==> src/rtl/random_source_pkg.sv <==
// random_source_pkg
//   Shared types and the xorshift64 step used by the randomness source that
//   feeds the zero-sharing stage and other masked gadgets of the masked
//   AES-128 datapath.
//   Contents:
//     fsm_t              - controller states (unseeded / warming up / running)
//     prng_state_t       - 64-bit generator state
//     SHIFT_A/B/C        - xorshift64 shift amounts (13, 7, 17)
//     xorshift64_step()  - one generator step on a 64-bit state
package random_source_pkg;

    typedef enum logic [1:0] {
        IDLE,
        WARMUP,
        RUN
    } fsm_t;

    typedef logic [63:0] prng_state_t;

    localparam int unsigned SHIFT_A = 13;
    localparam int unsigned SHIFT_B = 7;
    localparam int unsigned SHIFT_C = 17;

    // Bits shifted out of the 64-bit word are dropped at every stage.
    function automatic prng_state_t xorshift64_step(input prng_state_t x);
        prng_state_t y;
        y = x ^ (x << SHIFT_A);
        y = y ^ (y >> SHIFT_B);
        y = y ^ (y << SHIFT_C);
        return y;
    endfunction

endpackage

==> src/rtl/random_source.sv <==
// random_source
//   Seeded xorshift64 PRNG delivering NUM_OUT words of BIT_WIDTH bits per
//   cycle. Each seed load is followed by WARMUP_CYCLES discarded steps before
//   out_valid is raised. Output words are the low bits of the state register,
//   so they are registered and glitch-free.
//   Ports:
//     in_clock        rising-edge clock
//     in_reset        synchronous active-high reset
//     in_seed         64-bit seed value
//     in_seed_valid   seed offered
//     out_seed_ready  seed can be accepted this cycle (IDLE or RUN)
//     in_enable       consumer takes the current words; state advances in RUN
//     out_random      packed words, word i = [i*BIT_WIDTH +: BIT_WIDTH]
//     out_valid       out_random holds a post-warm-up value
module random_source
    import random_source_pkg::*;
#(
    parameter int NUM_OUT       = 2,
    parameter int BIT_WIDTH     = 2,
    parameter int WARMUP_CYCLES = 16
) (
    input  logic                           in_clock,
    input  logic                           in_reset,
    input  logic [63:0]                    in_seed,
    input  logic                           in_seed_valid,
    output logic                           out_seed_ready,
    input  logic                           in_enable,
    output logic [NUM_OUT*BIT_WIDTH-1:0]   out_random,
    output logic                           out_valid
);

    localparam int OUT_W = NUM_OUT * BIT_WIDTH;
    localparam int CNT_W = $clog2(WARMUP_CYCLES + 1);

    if (OUT_W > 64 || WARMUP_CYCLES < 1) begin : g_bad_params
        $error("random_source: NUM_OUT*BIT_WIDTH must be <= 64 and WARMUP_CYCLES >= 1");
    end

    fsm_t              fsm;
    fsm_t              fsm_next;
    prng_state_t       state;
    logic [CNT_W-1:0]  counter;
    logic              seed_accept;

    assign seed_accept = in_seed_valid && out_seed_ready;
    assign out_random  = state[OUT_W-1:0];

    // FSM state register
    always_ff @(posedge in_clock) begin
        if (in_reset) begin
            fsm <= IDLE;
        end else begin
            fsm <= fsm_next;
        end
    end

    // FSM next-state logic
    always_comb begin
        fsm_next = fsm;
        case (fsm)
            IDLE:    if (seed_accept) fsm_next = WARMUP;
            WARMUP:  if (counter == CNT_W'(1)) fsm_next = RUN;
            RUN:     if (seed_accept) fsm_next = WARMUP;
            default: fsm_next = IDLE;
        endcase
    end

    // FSM outputs
    always_comb begin
        out_seed_ready = (fsm == IDLE) || (fsm == RUN);
        out_valid      = (fsm == RUN);
    end

    // Generator state and warm-up counter. A seed load takes priority over a
    // RUN-cycle step; a zero seed is replaced by 1 since zero is a fixed point.
    always_ff @(posedge in_clock) begin
        if (in_reset) begin
            state   <= '0;
            counter <= '0;
        end else if (seed_accept) begin
            state   <= (in_seed == 64'd0) ? 64'd1 : in_seed;
            counter <= CNT_W'(WARMUP_CYCLES);
        end else begin
            case (fsm)
                WARMUP: begin
                    state <= xorshift64_step(state);
                    if (counter != '0) begin
                        counter <= counter - CNT_W'(1);
                    end
                end
                RUN: begin
                    if (in_enable) begin
                        state <= xorshift64_step(state);
                    end
                end
                default: begin
                end
            endcase
        end
    end

endmodule
==> config.mk <==
export PLATFORM = sky130hd
export DESIGN_NAME = random_source
export DESIGN_NICKNAME = d
export VERILOG_FILES = /design/src/rtl/random_source_pkg.sv /design/src/rtl/random_source.sv
export SDC_FILE = /design/constraint.sdc
export NUM_CORES = 1
export LEC_CHECK = 0
export CAP_MARGIN = 10
export CELL_PAD_IN_SITES_DETAIL_PLACEMENT = 1
export CELL_PAD_IN_SITES_GLOBAL_PLACEMENT = 2
export CORE_MARGIN = 2
export CORE_UTILIZATION = 33
export DETAILED_ROUTE_END_ITERATION = 6
export PLACE_DENSITY = 0.92
export SYNTH_ARGS = -nofsm -noshare
export SYNTH_HDL_FRONTEND = slang
export SYNTH_SLANG_ARGS = --single-unit
==> constraint.sdc <==
create_clock -name in_clock -period 2.35 [get_ports in_clock]
set_clock_uncertainty 0.1 [all_clocks]
set_input_delay 0.3525 -clock in_clock [delete_from_list [all_inputs] [get_ports in_clock]]
set_output_delay 0.3525 -clock in_clock [all_outputs]
set_load 0.02 [all_outputs]
Word-level counts from Yosys, hierarchy flattened
Index checks and enable logic that the tools add are counted.
{"block": "word_totals", "output_inout_bits": 6, "wordCells": 38, "register_bits": 71}
{"block": "op_classes", "reduce_logical": 14, "n_mux": 10, "bitwise": 3, "addsub": 1, "eq_ne": 6}
{"cell": "$mux 64", "n": 3}
{"cell": "$pmux 64 s2", "n": 1}
{"cell": "$xor 64x64->64", "n": 2}
{"cell": "$logic_not 64->1", "n": 1}
{"cell": "$xor 64x57->64", "n": 1}
{"cell": "$mux 5", "n": 3}
{"cell": "$reduce_and 2->1", "n": 4}
{"cell": "$eq 5x1->1 const B", "n": 1}
{"cell": "$reduce_bool 5->1", "n": 1}
{"cell": "$sub 5x1->5 const B", "n": 1}
{"cell": "$mux 2", "n": 2}
{"cell": "$pmux 2 s2", "n": 1}
{"cell": "$reduce_bool 2->1", "n": 2}
{"cell": "$reduce_or 2->1", "n": 2}
{"cell": "$ne 3x2->1 const B", "n": 1}
{"cell": "$reduce_bool 3->1", "n": 1}
{"cell": "$eq 2x1->1 const B", "n": 1}
{"cell": "$eq 2x2->1 const B", "n": 1}
{"cell": "$logic_not 2->1", "n": 1}
{"cell": "$ne 2x1->1 const B", "n": 1}
{"cell": "$ne 2x2->1 const B", "n": 1}
{"cell": "$logic_and 1x1->1", "n": 1}
{"cell": "$logic_or 1x1->1", "n": 1}

Longest topological paths before layout
{"block": "depth", "word_depth": 6, "mapped_depth": 7}

Least setup slack after synthesis
Ideal clock, no wire load.
{"block": "synth_timing", "path_kind": "register to register", "from": "reg counter[0]", "to": "reg counter[1]", "n_path_buf": 0, "t_arrival_ns": 1.523, "stages_incl_launch_ff": 6, "slack_ns": 0.612, "synth_period_minus_slack_ns": 1.738, "path_cell_list": "dfxtp_1 -> inv_1 -> ha_1 -> or3b_2 -> o21a_1 -> a2111oi_0"}
{"block": "synth_via", "elab_chain_len": 2, "word_cells_on_any_way": 3, "cone_classes": "add/sub: 1; reduce/logical: 2"}
{"item": "from (decl)", "line_no": "random_source.sv:42", "text": "logic [CNT_W-1:0] counter;"}
{"item": "from (signal assigned)", "line_no": "random_source.sv:82", "text": "counter <= CNT_W'(WARMUP_CYCLES);"}
{"item": "from (signal assigned)", "line_no": "random_source.sv:88", "text": "counter <= counter - CNT_W'(1);"}
{"item": "branches (longest 2 deep; another with $sub 5x1->5)"}
Several ways; the timed one is not identified.
A chain may end at the register's enable or synchronous reset.

Worst setup path after layout
{"block": "layout_timing", "from": "in in_seed[3]", "to": "reg state[0]"}
{"block": "layout_via", "elab_chain_len": 3}
{"item": "from (decl)", "line_no": "random_source.sv:24", "text": "input logic [63:0] in_seed,"}
{"item": "$logic_not 64->1", "line_no": "random_source.sv:81", "text": "state <= (in_seed == 64'd0) ? 64'd1 : in_seed;"}
{"item": "$mux 64", "line_no": "random_source.sv:81"}
{"item": "$mux 64", "line_no": "random_source.sv:80", "text": "end else if (seed_accept) begin"}
{"item": "to (signal assigned)", "line_no": "random_source.sv:81"}
{"item": "to (signal assigned)", "line_no": "random_source.sv:86", "text": "state <= xorshift64_step(state);"}
{"item": "to (signal assigned)", "line_no": "random_source.sv:93", "text": "state <= xorshift64_step(state);"}
{"item": "to (decl)", "line_no": "random_source.sv:41", "text": "prng_state_t state;"}
Every way passes these cells.

==> results.json <==
{
  "outcome": "completed",
  "design_area_um2": 6250,
  "ys_types": 44,
  "cp_max_fo": 2,
  "hold_violations": 0,
  "fin_crit_ns": 2.16,
  "cts_hold_buf": 0,
  "drt_iter0_markers": 481,
  "antenna_cells": 0,
  "die_y_um": 126,
  "synthFlopType": "dfxtp_1",
  "synth_simple_gate_area_frac": 0.124,
  "synth_compound_area_frac": 0.208,
  "core_area_um2": 14500,
  "cts.path.max_buffers": 2,
  "slew_headroom": 0.574,
  "p_per_area_nw_per_um2": 1500,
  "p_leak_nw": 2.32,
  "grt_setup_unrepaired": "no",
  "p_sw_frac": 0.418,
  "io_pins": 74,
  "grt_pass1_wl_um": 27900,
  "cts_max_level": 3,
  "clk_pin_slew_worst_paths_ns": 0.06,
  "synthCells": 573,
  "p_sw_mw": 3.91,
  "fmax_mhz": 462,
  "io_buffers": 73,
  "synth_fa_ha_area_frac": 0.00508,
  "synth_nets": 643,
  "postPlaceCellArea_um2": 5910,
  "gp_congestion": 0.880,
  "die_area_um2": 15900,
  "grt_pass1_vias": 4846,
  "wirelength_um": 18100,
  "grt-ovfl-total": 0,
  "fin_crit_sh": 0.920,
  "crit_path_end_kind": "flop",
  "dp.cells": 806,
  "async_flop_share": 0,
  "cts_buffers": 9,
  "nets": 703,
  "power.internal_mw": 5.44,
  "synth_edf_count": 0,
  "drive_above_1_share": 0.0768,
  "root_buffer": "clkbuf_16",
  "yosys_warnings": 0,
  "yosys-mux-area-fraction": 0,
  "hpwl_um": 13200,
  "peakVddDrop_mv": 0.536,
  "cts.sinks": 71,
  "worst_pin_slew_ns": 0.634,
  "seq_area_frac_synth": 0.289,
  "power.share.sequential": 0.232,
  "hold_path_class": "in -> reg",
  "synth_area_per_cell_um2": 8.59,
  "grt_antenna_before_repair": 0,
  "synthXorXnorAreaFrac": 0.329,
  "pwr-share-clk": 0.162,
  "rows": 44,
  "drt-pass1-iter-count": 5,
  "grt_start_max_net_pins": 46,
  "ant_nets": 0,
  "instances_no_fill": 822,
  "n_fill_cell": 1705,
  "critical_path_class": "in -> reg",
  "drc": 0,
  "grt_usage": 0.226,
  "setup_viol": 0,
  "crit_arrival_ns": 2.33,
  "dieWidth_um": 126,
  "drv_cap": 0,
  "power_frac_comb": 0.607,
  "viasPerCell": 5.68,
  "synth_area_um2": 4920,
  "wire_per_inst_um": 22.0,
  "post_cts_buffers": 0,
  "areaGrowthSynthToFinish_pct": 26.9,
  "cp-start-kind": "input pin",
  "ys_seq_elements": 71,
  "start_util": 0.339,
  "via_count": 4665,
  "tritoncts": "yes",
  "synth_top_family_by_area": "XOR/XNOR gates",
  "cp_data_required_time_ns": 2.51,
  "insertion_delay_ns": 0.34,
  "slew_violations": 0
}
area by class of cell:
| type | count | area (um2) | share of cell area |
|---|---|---|---|
| Clock buffer | 14 | 294 | 0.0471 |
| Tap cell | 184 | 230 | 0.0368 |
| Inverter | 4 | 15.0 | 0.00240 |
| Timing Repair Buffer | 97 | 956 | 0.153 |
| Multi-Input combinational cell | 450 | 3300 | 0.528 |
| Sequential cell | 71 | 1420 | 0.227 |
| Clock inverter | 2 | 35.0 | 0.00561 |
layout by cell type, fill, tap and decap left out, types with 3 or more instances in the layout:
| master | count |
|---|---|
| inv_1 | 4 |
| clkbuf_8 | 5 |
| nor2_1 | 46 |
| buf_12 | 4 |
| clkdlybuf4s50_1 | 72 |
| nand2_1 | 27 |
| xnor3_1 | 7 |
| a2bb2oi_1 | 10 |
| a211o_1 | 7 |
| a211oi_1 | 5 |
| a31oi_1 | 3 |
| o21ai_0 | 18 |
| nand3_1 | 3 |
| nor4_1 | 16 |
| a22oi_1 | 33 |
| buf_4 | 20 |
| xor2_1 | 35 |
| xnor2_1 | 121 |
| o211a_1 | 5 |
| nor3b_1 | 4 |
| nand4_1 | 5 |
| nor3_1 | 12 |
| clkbuf_16 | 9 |
| o22ai_1 | 27 |
| dfxtp_1 | 71 |
| a21oi_1 | 33 |
| a22o_1 | 6 |
cells in the mapped netlist, types with 3 or more instances:
cell type	n	share of area
a22o_1	6	0.011
nor2_1	46	0.035
buf_4	4	0.0061
nor3_1	12	0.012
a31oi_1	3	0.0038
buf_2	9	0.0091
a2bb2oi_1	10	0.018
nor2b_1	3	0.0038
nand2_1	27	0.021
a211o_1	7	0.012
dfxtp_1	71	0.29
xnor2_1	121	0.22
a22oi_1	33	0.050
xnor3_1	7	0.032
nor3b_1	4	0.0061
clkbuf_1	27	0.021
a21oi_1	33	0.034
nor4_1	17	0.022
nand4_1	5	0.0064
nand3_1	3	0.0030
buf_1	6	0.0046
inv_1	4	0.0030
o22ai_1	27	0.034
o21ai_0	19	0.019
a211oi_1	5	0.0076
o211a_1	5	0.010
xor2_1	35	0.062
worst paths after layout:
path / slack (ns) / depth (start not counted) / endpoint / start
max reg2reg: 0.40 / 5 / state[48] / state[31]
max: 0.19 / 6 / state[0] / in_seed[3]
min: 0.19 / 2 / state[61] / in_reset
min reg2reg: 0.41 / 2 / counter[4] / counter[4]
metal layers:
layer  part of all wire  global-route usage
met2               0.47               0.364
met1               0.45               0.312
met5                  0                   0
met4              0.023              0.0679
met3              0.058              0.0331
critical path, cell delays in order:
cell,delay [ns]
clkdlybuf4s50_1,0.47
nor4_2,0.62
nand4_1,0.27
nor4_1,0.34
nand2_1,0.10
a21oi_1,0.17
state kept, by name (all words and copies together) (netlist names):
name     cells
state       64
counter      5
fsm          2
through the flow:
| step | TNS [ns] | utilization | setup slack, ns | power (mW) | hold slack [ns] |
|---|---|---|---|---|---|
| floorplan | 0 | - | 0.612 | 6.42 | 0.368 |
| global placement | -0.293 | 0.407 | -0.293 | 7.46 | 0.384 |
| detailed placement | -0.281 | 0.407 | -0.281 | 7.67 | 0.400 |
| CTS | 0 | 0.429 | 0.0303 | 9.33 | 0.183 |
| global route | 0 | 0.430 | 0.208 | 9.86 | 0.199 |
| finish | 0 | 0.430 | 0.187 | 9.35 | 0.186 |
cell families (layout without fill, tap and decap cells):
family | count (synthesis) | after routing
compound gates | 153 | 153
xor+xnor | 168 | 168
fa+ha+maj | 2 | 2
buf+inv | 52 | 117
flops | 71 | 71
simple gates | 127 | 127
power groups by stage:
stage,registers (mW),clock network [mW],logic [mW]
6_report,2.16,1.51,5.67
5_1_grt,2.20,1.57,6.09
4_1_cts,2.15,1.52,5.67
3_5_place_dp,2.16,0,5.51
3_3_place_gp,2.13,0,5.33
2_1_floorplan,1.92,0,4.49
repair_timing:
action | 4_1_cts | 5_1_grt
endpoints found under the setup margin | 0 | 1
hold endpoints to repair | 0 | 0
resized for setup | 0 | 1
Note: power is estimated with default switching activity, not from simulation.
